### src/rtl/alu_cmd_master.sv
// alu_cmd_master: APB requester in front of the ALU control slave.
// Commands are buffered in a small FIFO. Each one is packed into the ALU
// instruction word and written to address 16. After a settle delay the
// result register is read back, and one response is returned per command.
// Optional build macro ALU_CMD_MASTER_TIMEOUT_EN adds an ACCESS-phase
// pready timeout. Without it the FSM waits for pready indefinitely.
module alu_cmd_master #(
  parameter int FIFO_DEPTH     = 4,
  parameter int SETTLE_CYCLES  = 8,
  parameter int TIMEOUT_CYCLES = 16
) (
  input  logic        clk,
  input  logic        reset_n,
  input  logic        cmd_valid,
  output logic        cmd_ready,
  input  logic [3:0]  cmd_opcode,
  input  logic [1:0]  cmd_shift,
  input  logic [3:0]  cmd_const,
  input  logic [7:0]  cmd_op1,
  input  logic [7:0]  cmd_op2,
  input  logic [5:0]  cmd_addr,
  output logic        rsp_valid,
  output logic [8:0]  rsp_data,
  output logic        rsp_err,
  output logic        alu_state,
  output logic        psel,
  output logic        penable,
  output logic        pwrite,
  output logic [31:0] paddr,
  output logic [31:0] pwdata,
  input  logic [31:0] prdata,
  input  logic        pready,
  input  logic        pslverr
);

  localparam int PTR_W = $clog2(FIFO_DEPTH);
  localparam int CNT_W = PTR_W + 1;

  localparam logic [2:0] S_IDLE      = 3'd0;
  localparam logic [2:0] S_WR_SETUP  = 3'd1;
  localparam logic [2:0] S_WR_ACCESS = 3'd2;
  localparam logic [2:0] S_SETTLE    = 3'd3;
  localparam logic [2:0] S_RD_SETUP  = 3'd4;
  localparam logic [2:0] S_RD_ACCESS = 3'd5;
  localparam logic [2:0] S_RESP      = 3'd6;

  logic [31:0]      fifo_q [FIFO_DEPTH];
  logic [PTR_W-1:0] wr_ptr_q, rd_ptr_q;
  logic [CNT_W-1:0] count_q, count_d;
  logic             ready_q;
  logic [2:0]       state_q, state_d;
  logic [31:0]      word_q;
  logic             err_q;
  logic [8:0]       rdata_q;
  logic [7:0]       settle_q;
  logic [31:0]      cmd_word, head;
  logic             push, pop, head_ok, in_access, tmo_hit;
  logic             wr_phase, rd_phase;
  logic             unused_prdata;

  // The instruction word is packed at push time, so a FIFO entry is the word itself.
  assign cmd_word = {cmd_opcode, cmd_shift, cmd_const, cmd_op2, cmd_op1, cmd_addr};
  assign head     = fifo_q[rd_ptr_q];
  assign head_ok  = (head[31:28] >= 4'd1) && (head[31:28] <= 4'd9) && (head[5:0] <= 6'd15);
  assign push     = cmd_valid && ready_q;
  assign pop      = (state_q == S_IDLE) && (count_q != '0);
  assign count_d  = count_q + CNT_W'(push) - CNT_W'(pop);
  assign in_access = (state_q == S_WR_ACCESS) || (state_q == S_RD_ACCESS);
  assign unused_prdata = ^prdata[31:9];

`ifdef ALU_CMD_MASTER_TIMEOUT_EN
  localparam int TMO_W = $clog2(TIMEOUT_CYCLES + 1);
  logic [TMO_W-1:0] tmo_q;

  assign tmo_hit = in_access && !pready && (tmo_q == TMO_W'(TIMEOUT_CYCLES - 1));

  // Count ACCESS cycles spent without pready; cleared outside ACCESS.
  always_ff @(posedge clk or negedge reset_n) begin
    if (!reset_n)                tmo_q <= '0;
    else if (in_access && !pready) tmo_q <= tmo_q + 1'b1;
    else                         tmo_q <= '0;
  end
`else
  assign tmo_hit = 1'b0;
`endif

  // FIFO storage and the word of the command in flight; data only, no reset.
  always_ff @(posedge clk) begin
    if (push) fifo_q[wr_ptr_q] <= cmd_word;
    if (pop)  word_q <= head;
  end

  // FIFO pointers and occupancy; cmd_ready is registered from the next fill level.
  always_ff @(posedge clk or negedge reset_n) begin
    if (!reset_n) begin
      wr_ptr_q <= '0;
      rd_ptr_q <= '0;
      count_q  <= '0;
      ready_q  <= 1'b1;
    end else begin
      if (push) wr_ptr_q <= wr_ptr_q + 1'b1;
      if (pop)  rd_ptr_q <= rd_ptr_q + 1'b1;
      count_q <= count_d;
      ready_q <= (count_d != CNT_W'(FIFO_DEPTH));
    end
  end

  // Next-state logic for the single-command-in-flight sequencer.
  always_comb begin
    state_d = state_q;
    case (state_q)
      S_IDLE:      if (pop) state_d = head_ok ? S_WR_SETUP : S_RESP;
      S_WR_SETUP:  state_d = S_WR_ACCESS;
      S_WR_ACCESS: if (pready) state_d = S_SETTLE;
                   else if (tmo_hit) state_d = S_RESP;
      S_SETTLE:    if (settle_q == 8'(SETTLE_CYCLES - 1)) state_d = S_RD_SETUP;
      S_RD_SETUP:  state_d = S_RD_ACCESS;
      S_RD_ACCESS: if (pready || tmo_hit) state_d = S_RESP;
      S_RESP:      state_d = S_IDLE;
      default:     state_d = S_IDLE;
    endcase
  end

  // State register, settle counter, error flag and captured read data.
  always_ff @(posedge clk or negedge reset_n) begin
    if (!reset_n) begin
      state_q  <= S_IDLE;
      settle_q <= '0;
      err_q    <= 1'b0;
      rdata_q  <= '0;
    end else begin
      state_q  <= state_d;
      settle_q <= (state_q == S_SETTLE) ? settle_q + 1'b1 : 8'd0;
      if (pop) begin
        err_q   <= !head_ok;
        rdata_q <= '0;
      end else if (tmo_hit) begin
        err_q   <= 1'b1;
        rdata_q <= '0;
      end else if ((state_q == S_WR_ACCESS) && pready) begin
        err_q   <= pslverr;
      end else if ((state_q == S_RD_ACCESS) && pready) begin
        err_q   <= err_q | pslverr;
        rdata_q <= prdata[8:0];
      end
    end
  end

  // APB and response outputs decode straight from the state register, so
  // an asynchronous reset drops psel/penable immediately.
  assign wr_phase  = (state_q == S_WR_SETUP) || (state_q == S_WR_ACCESS);
  assign rd_phase  = (state_q == S_RD_SETUP) || (state_q == S_RD_ACCESS);
  assign psel      = wr_phase || rd_phase;
  assign penable   = in_access;
  assign pwrite    = wr_phase;
  assign paddr     = wr_phase ? 32'd16 : (rd_phase ? {26'd0, word_q[5:0]} : 32'd0);
  assign pwdata    = wr_phase ? word_q : 32'd0;
  assign alu_state = psel;
  assign cmd_ready = ready_q;
  assign rsp_valid = (state_q == S_RESP);
  assign rsp_err   = (state_q == S_RESP) && err_q;
  assign rsp_data  = (state_q == S_RESP) ? rdata_q : 9'd0;

endmodule

### config.mk
export PLATFORM = sky130hd
export DESIGN_NAME = alu_cmd_master
export DESIGN_NICKNAME = d
export VERILOG_FILES = /design/src/rtl/alu_cmd_master.sv
export SDC_FILE = /design/constraint.sdc
export NUM_CORES = 1
export LEC_CHECK = 0
export CAP_MARGIN = 40
export CORE_MARGIN = 3
export CORE_UTILIZATION = 58
export CTS_BUF_LIST = sky130_fd_sc_hd__clkbuf_8
export DETAILED_ROUTE_END_ITERATION = 7
export PLACE_DENSITY = 0.92
export SLEW_MARGIN = 15
export SYNTH_ARGS = -nofsm -noshare
export SYNTH_HDL_FRONTEND = slang
export SYNTH_SLANG_ARGS = --single-unit
### constraint.sdc
create_clock -name clk -period 7.1 [get_ports clk]
set_input_delay 0.71 -clock clk [delete_from_list [all_inputs] [get_ports clk]]
set_output_delay 0.71 -clock clk [all_outputs]
set_load 0.02 [all_outputs]
==> summary.txt, run 1 <==
Status - finished clean
Post-Layout Cell Count - 724
Post-synth top flop - edfxtp_1
Register area share after synthesis - 72.9%
Setup TNS - 0 ns
Crit end category - output pin
Startpoint class of the critical path - flop
R2r endpoint - state_q[1]
Commonest cells after routing, fill and taps aside - 160 x edfxtp_1, 99 x clkdlybuf4s50_1, 39 x and2_1, 32 x mux4_2, 27 x dfrtp_1
Commonest non-fill, non-tap cell in the layout - edfxtp_1
Hold Path Stages - 1
WS Path Type - reg -> out
Top Ports - 149
Drt wl/cell - 19.0 µm
IO Port Bufs - 99
Maximum fanout along the worst path - 33
Slew Viols, Final - 0
Die span in x - 120 µm
Total CTS buffers - 17
CTS resizes - 0
Skew-Pair Late Insertion Delay - 0.45 ns
Reg2Reg Depth - 6
CTS sink cnt - 189
Starting Density - 59.7%
Min-delay worst type - reg -> reg
Clock-pin slew on the worst setup and hold paths - 0.09 ns
Final WL - 13.8 mm
Initial antenna violation count - 0
FF-to-FF setup slack - 4.38 ns
RSZ-0062 raised after global routing - false
DIE AREA - 14500 µm²
Share of cells above drive strength 1 - 15.6%
Core region area - 12700 µm²
Grt ovf - 0
Clk root buf - clkbuf_8
Slew @ Worst Pin - 0.775 ns
Final Critical Period - 3.70 ns
Largest net degree at the start of global routing - 45
Critical path required time - 6.39 ns
Gpl congestion - 0.774
Rel. slew slack - 48.2%
H-tree Lvls - 4
YS warnings - 0
Worst hold start - settle_q[0]
NumNets Final - 616
Hold-critical path endpoint - settle_q[0]
Area growth syn-to-layout - 21.0%
Post-synth EDFFs - 160
Hold buffer count at CTS - 0
Final period utilization - 52.1%
Min Hold Slack - 0.494 ns
Vias in the first global route - 4148
Initial DRC Count - 247
Reg-to-reg startpoint - rd_ptr_q[0]
Leakage power - 3.25 nW
DR pass1 iterations - 5
Antenna-violating nets left - 0
Placed insts - 692
Post-CTS setup buffer count - 0
Die Y - 120 µm
Max Clk Rate - 270 MHz
Number of distinct library cells after synthesis - 35
N_diodes - 0
Mapped Area - 7590 µm²
Synth Instances - 434
Pwr dens - 416 nW/µm²
Worst EP arrival - 2.99 ns
Via-per-instance ratio - 5.44
CTS tree - built
Max Cap Viol - 0
FP Rows - 41
Final Hold Viols - 0
Total GRT Usage - 20.2%
Clk_skew - 0.0129 ns
#FFs+latches synth - 189
Detailed Place HPWL - 9.14 mm
Tot Pwr - 3.82 mW
Syn avg cell area - 17.5 µm²
Peak VDD IR - 222 µV
DRC errors left - 0
First-pass GRT wire length - 22.0 mm
Clock Tree Buf Depth - 2
Routed via count - 3938
Fraction of registers with async set/reset - 15.3%
Setup violations, final - 0
## cells by family after synthesis
kind of cell	synth area share [%]
AO/OA/AOI/OAI	1.45
XOR/XNOR	1.62
adder cells (fa/ha/maj)	1.42
buffers and inverters	4.10
flip-flops	72.9
multiplexers	10.1
other	0.0494
AND/OR/NAND/NOR	8.42
## Yosys cell counts (3+ instances only)
cell        n  share of area [%]
edfxtp_1  160                 63
xnor2_1     9                1.0
nor3_1      3               0.20
and2_1     39                3.2
buf_4      29                2.9
clkbuf_1   13               0.64
a21oi_1     4               0.26
o21ai_1    10               0.66
nand3_1     6               0.40
mux4_2     32                9.5
ha_1        7                1.2
buf_2       3               0.20
xor2_1      5               0.58
and3_1     17                1.4
nand2_1    26                1.3
nor2_1     14               0.69
dfrtp_1    28                9.2
inv_1       5               0.25
nor2b_1     3               0.25
## layer usage
layer,vias to the layer above,part of all wire [%],GRT usage (%)
met2,163,52,35.2
met4,0,1.1,6.80
met5,-,0,0
met1,1974,40,24.8
li1,1783,-,-
met3,18,7.0,5.19
## per-stage QoR
step / setup WS [ns] / utilization, % / cell area (µm²)
after detailed placement: 3.90 / 68.8 / 8760
after global routing: 3.23 / 72.2 / 9180
after floorplan: 3.56 / - / 7680
after global placement: 3.61 / 67.9 / 8640
final: 3.40 / 72.2 / 9180
after CTS: 3.40 / 72.2 / 9180
## flip-flops by register name (all words and copies together), names as in the netlist
name and cells:
err_q 1, rd_ptr_q 2, fifo_q 128, count_q 3
state_q 3, word_q 32, settle_q 8, cmd_ready 1
rdata_q 9, wr_ptr_q 2
## area by class of cell
cell class	count	area, µm²
Clock buffer	17	234
Fill cell	773	3540
Multi-Input combinational cell	219	1860
Sequential cell	189	5530
Timing Repair Buffer	107	1130
Tap cell	172	215
Clock inverter	15	189
Inverter	5	18.8
## how the worst max path moves through the flow
stage | slack (ns) | to | cells past startpoint | start
2_1_floorplan | 3.56 | cmd_ready | 11 | state_q[2]
3_3_place_gp | 3.61 | pwdata[31] | 4 | state_q[1]
3_5_place_dp | 3.90 | pwdata[31] | 4 | state_q[1]
4_1_cts | 3.40 | pwdata[31] | 4 | state_q[1]
5_1_grt | 3.23 | pwdata[21] | 4 | state_q[1]
6_report | 3.40 | pwdata[31] | 4 | state_q[1]
## report_power, final
group          internal, mW  switching, mW
Clock                 0.356          0.375
Combinational         0.661          0.739
Sequential             1.53          0.153
## critical path, cell delays in order (launching register included)
cell and delay, ns:
dfrtp_1 0.79, xnor2_1 0.21, nor2_4 0.63, and2_1 0.28
clkdlybuf4s50_1 0.62
No activity file was read; power rests on OpenSTA's default activity.
==> run 2, diff against run 1 <==
CORE_UTILIZATION = 48   (was 58)
PLACE_DENSITY = 0.82   (was 0.92)
clock period = 3.4 ns   (was 7.1 ns; I/O delays follow)
==> summary.txt, run 2 (synthesized netlist as in run 1, its figures left out) <==
Initial antenna violation count - 0
Critical path required time - 3.06 ns
Final WL - 14.0 mm
Post-CTS setup buffer count - 0
RSZ-0062 raised after global routing - false
Startpoint class of the critical path - flop
Max Clk Rate - 325 MHz
Core region area - 15300 µm²
CP Cell Sequence - xnor2_1 -> nor2_2 -> buf_4 -> and2_1 -> clkdlybuf4s50_1
Post-Layout Cell Count - 764
Detailed Place HPWL - 9.05 mm
Slew @ Worst Pin - 0.708 ns
FP Rows - 45
Slowest library cell on the worst path - dfrtp_1
Min-delay worst type - in -> async
Final Critical Period - 3.07 ns
Hold buffer count at CTS - 0
CTS tree - built
Clock-pin slew on the worst setup and hold paths - 0.09 ns
Top Ports - 149
Biggest regs - fifo_q (128), word_q (32), rdata_q (9)
Pwr dens - 855 nW/µm²
Max Cap Viol - 0
Routed via count - 3981
Initial DRC Count - 200
DRC errors left - 0
Placed insts - 732
Worst EP arrival - 2.73 ns
Clk root buf - clkbuf_8
Max incr delay on CP - 0.80 ns
Grt ovf - 0
Crit end category - output pin
WS Path Type - reg -> out
Skew-Pair Late Insertion Delay - 0.47 ns
Setup violations, final - 0
Gpl congestion - 0.832
Clock Tree Buf Depth - 2
Setup TNS - 0 ns
Peak VDD IR - 395 µV
IO Port Bufs - 99
Drt wl/cell - 18.3 µm
Total GRT Usage - 17.1%
Post-route core utilization - 59.9%
Largest net degree at the start of global routing - 45
Setup ws final - 0.326 ns
Antenna-violating nets left - 0
N_diodes - 0
Maximum fanout along the worst path - 33
Rel. slew slack - 52.7%
Vias in the first global route - 4284
Tot Pwr - 7.84 mW
Status - finished clean
Commonest cells after routing, fill and taps aside - 160 x edfxtp_1, 99 x clkdlybuf4s50_1, 39 x and2_1, 32 x mux4_2
Final period utilization - 90.4%
DIE AREA - 17400 µm²
Slew Viols, Final - 0
Via-per-instance ratio - 5.21
Final Hold Viols - 0
Total CTS buffers - 17
H-tree Lvls - 4
CTS resizes - 0
Number of flip-flops in the largest register - 128
First-pass GRT wire length - 22.8 mm
Leakage power - 3.22 nW
Area growth syn-to-layout - 20.8%
Biggest register - fifo_q
DR pass1 iterations - 4
CTS sink cnt - 189
NumNets Final - 617
Share of cells above drive strength 1 - 15.9%
Die Y - 132 µm
Die span in x - 132 µm
Clk_skew - 0.00855 ns
Placement Setup Slack - 0.837 ns
Commonest non-fill, non-tap cell in the layout - edfxtp_1
Starting Density - 49.6%
-- run 2: stage by stage --
step                hold slack, ns  area, µm²
floorplan                   0.0444       7680
global placement             0.434       8700
detailed placement           0.474       8780
CTS                          0.243       9170
global route                 0.268       9170
finish                       0.263       9170
-- run 2: critical path, delay by kind of cell, from the launching register on --
kind                      cells  cell delay, ns
xor gates and xnor gates      1            0.19
buffers and inverters         2            0.96
DFF                           1            0.80
and+or+nand+nor               2            0.32
-- run 2: power by group --
group / switching [mW] / internal (mW)
clock: 0.813 / 0.606
combinational: 1.54 / 1.37
sequential: 0.312 / 3.20
total: 2.67 / 5.18
-- run 2: layer usage --
layer	wire [µm]	up-vias	part of all wire (%)	global-route usage (%)
met3	955	27	6.8	5.42
met1	5560	2015	40	21.0
met2	7150	156	51	28.5
met5	0	-	0	0
li1	-	1783	-	-
met4	290	0	2.1	6.94
-- run 2: final cells by class --
class / count / area [µm²]
clock buffer: 17 / 234
clock inverter: 15 / 155
fill: 1140 / 6140
inverter: 5 / 18.8
multi-input combinational: 219 / 1860
sequential: 189 / 5530
tap: 211 / 264
timing repair buffer: 108 / 1110
-- run 2: final timing paths --
check	cells after the start	slack (ns)	end	start
worst max-delay path	5	0.33	pwdata[19]	state_q[1]
worst min-delay path	2	0.26	rdata_q[8]	reset_n
worst max register to register	9	0.85	cmd_ready	state_q[1]
worst min register to register	1	0.49	settle_q[0]	settle_q[0]
max in group asynchronous	2	2.82	cmd_ready	reset_n
min in group clk	3	0.42	rdata_q[6]	prdata[6]
==> run 3, diff against run 2 <==
CAP_MARGIN = 20   (was 40)
==> summary.txt, run 3 (synthesized netlist as in run 1, its figures left out) <==
Vias in the first global route - 4215
Clock Tree Buf Depth - 2
Area growth syn-to-layout - 19.7%
CTS sink cnt - 189
Met2 wirelength from detailed routing - 7.03 mm
DRC errors left - 0
FP Rows - 45
Slowest library cell on the worst path - dfrtp_1
Reg-to-reg startpoint - state_q[1]
H-tree Lvls - 4
Number of flip-flops in the largest register - 128
Initial antenna violation count - 0
Largest net degree at the start of global routing - 45
Setup TNS - 0 ns
Via-per-instance ratio - 5.11
Core region area - 15300 µm²
Min-delay worst type - in -> async
Worst EP arrival - 2.74 ns
# fillers - 1153
Commonest non-fill, non-tap cell in the layout - edfxtp_1
Max incr delay on CP - 0.80 ns
Crit end category - output pin
NumNets Final - 613
Final WL - 13.7 mm
Setup violations, final - 0
Total CTS buffers - 17
Met3 wire len - 1.08 mm
WS Path Type - reg -> out
Skew-Pair Late Insertion Delay - 0.45 ns
CTS resizes - 0
Setup ws final - 0.316 ns
Total GRT Usage - 16.7%
Final period utilization - 90.7%
Slew Viols, Final - 0
Rel. slew slack - 39.0%
Startpoint class of the critical path - flop
DR pass1 iterations - 4
Final instance area - 9090 µm²
Clk_skew - 0.0123 ns
Peak VDD IR - 469 µV
Commonest cells after routing, fill and taps aside - 160 x edfxtp_1, 99 x clkdlybuf4s50_1, 39 x and2_1, 32 x mux4_2
Maximum fanout along the worst path - 33
Top layer in use - met4
Die Y - 132 µm
Detailed Place HPWL - 8.77 mm
Critical path required time - 3.06 ns
DIE AREA - 17400 µm²
Max Clk Rate - 324 MHz
Leakage power - 3.19 nW
Hold buffer count at CTS - 0
Share of cells above drive strength 1 - 14.4%
Reg2Reg Depth - 9
Top Ports - 149
Slew @ Worst Pin - 0.915 ns
RSZ-0062 raised after global routing - false
R2r endpoint - cmd_ready
CP Cell Sequence - xnor2_1 -> nor2_2 -> buf_4 -> and2_1 -> clkdlybuf4s50_1
Initial DRC Count - 191
Status - finished clean
Starting Density - 49.6%
Pwr dens - 858 nW/µm²
Routed via count - 3877
Drt wl/cell - 18.1 µm
Clock-pin slew on the worst setup and hold paths - 0.09 ns
Worst setup path startpoint - state_q[1]
Placement Setup Slack - 0.811 ns
Final Hold Viols - 0
Clk root buf - clkbuf_8
FF-to-FF setup slack - 0.83 ns
Grt ovf - 0
N_diodes - 0
CTS tree - built
Die span in x - 132 µm
Post-CTS setup buffer count - 0
Gpl congestion - 0.832
Final Critical Period - 3.08 ns
Max Cap Viol - 0
First-pass GRT wire length - 22.5 mm
Worst setup endpoint - pwdata[19]
Crit path buf inv count - 2
CP delay by family, top - buffers and inverters
Antenna-violating nets left - 0
Met1 wire length - 5.38 mm
Placed cell area - 8700 µm²
IO Port Bufs - 99
Biggest register - fifo_q
Biggest regs - fifo_q (128), word_q (32), rdata_q (9)
Critical path depth - 5
[run 3: changes by cell type in the layout (fill, tap and decap cells not counted)]
cell and delta:
clkinv_4 -1, bufinv_16 +2, clkinvlp_4 +1, inv_6 -5
buf_12 -4, inv_1 +1, inv_8 -2, clkinv_2 +1
clkinv_8 -1, clkinv_1 +3
[run 3: worst min path at each step]
stage	end	slack [ns]	cells past startpoint
final	rdata_q[8]	0.28	2
after global routing	rdata_q[8]	0.29	2
after global placement	settle_q[0]	0.43	1
after detailed placement	settle_q[0]	0.48	1
after floorplan	count_q[0]	0.04	0
after CTS	rd_ptr_q[0]	0.27	2
[run 3: metal layers]
layer / up-vias / track usage, %
li1: 1774 / -
met1: 1921 / 20.4
met2: 161 / 28.2
met3: 21 / 5.31
met4: 0 / 6.24
met5: - / 0
[run 3: metrics by stage]
| stage | hold slack [ns] | power (mW) | utilization (%) | std cells |
|---|---|---|---|---|
| 2_1_floorplan | 0.0444 | 5.35 | - | 459 |
| 3_3_place_gp | 0.434 | 6.36 | 56.8 | 728 |
| 3_5_place_dp | 0.476 | 6.48 | 56.8 | 728 |
| 4_1_cts | 0.274 | 7.89 | 59.3 | 759 |
| 5_1_grt | 0.288 | 8.25 | 59.3 | 759 |
| 6_report | 0.277 | 7.80 | 59.3 | 759 |
[run 3: where the power goes]
part	switching, mW	internal (mW)
Combinational	1.53	1.32
Sequential	0.308	3.21
Clock	0.720	0.710
[run 3: final cells by class]
cell class | count | area (µm²) | area share [%]
Tap cell | 211 | 264 | 2.91
Multi-Input combinational cell | 219 | 1860 | 20.4
Inverter | 5 | 18.8 | 0.207
Timing Repair Buffer | 104 | 1030 | 11.3
Clock inverter | 14 | 151 | 1.67
Clock buffer | 17 | 234 | 2.58
Sequential cell | 189 | 5530 | 60.9
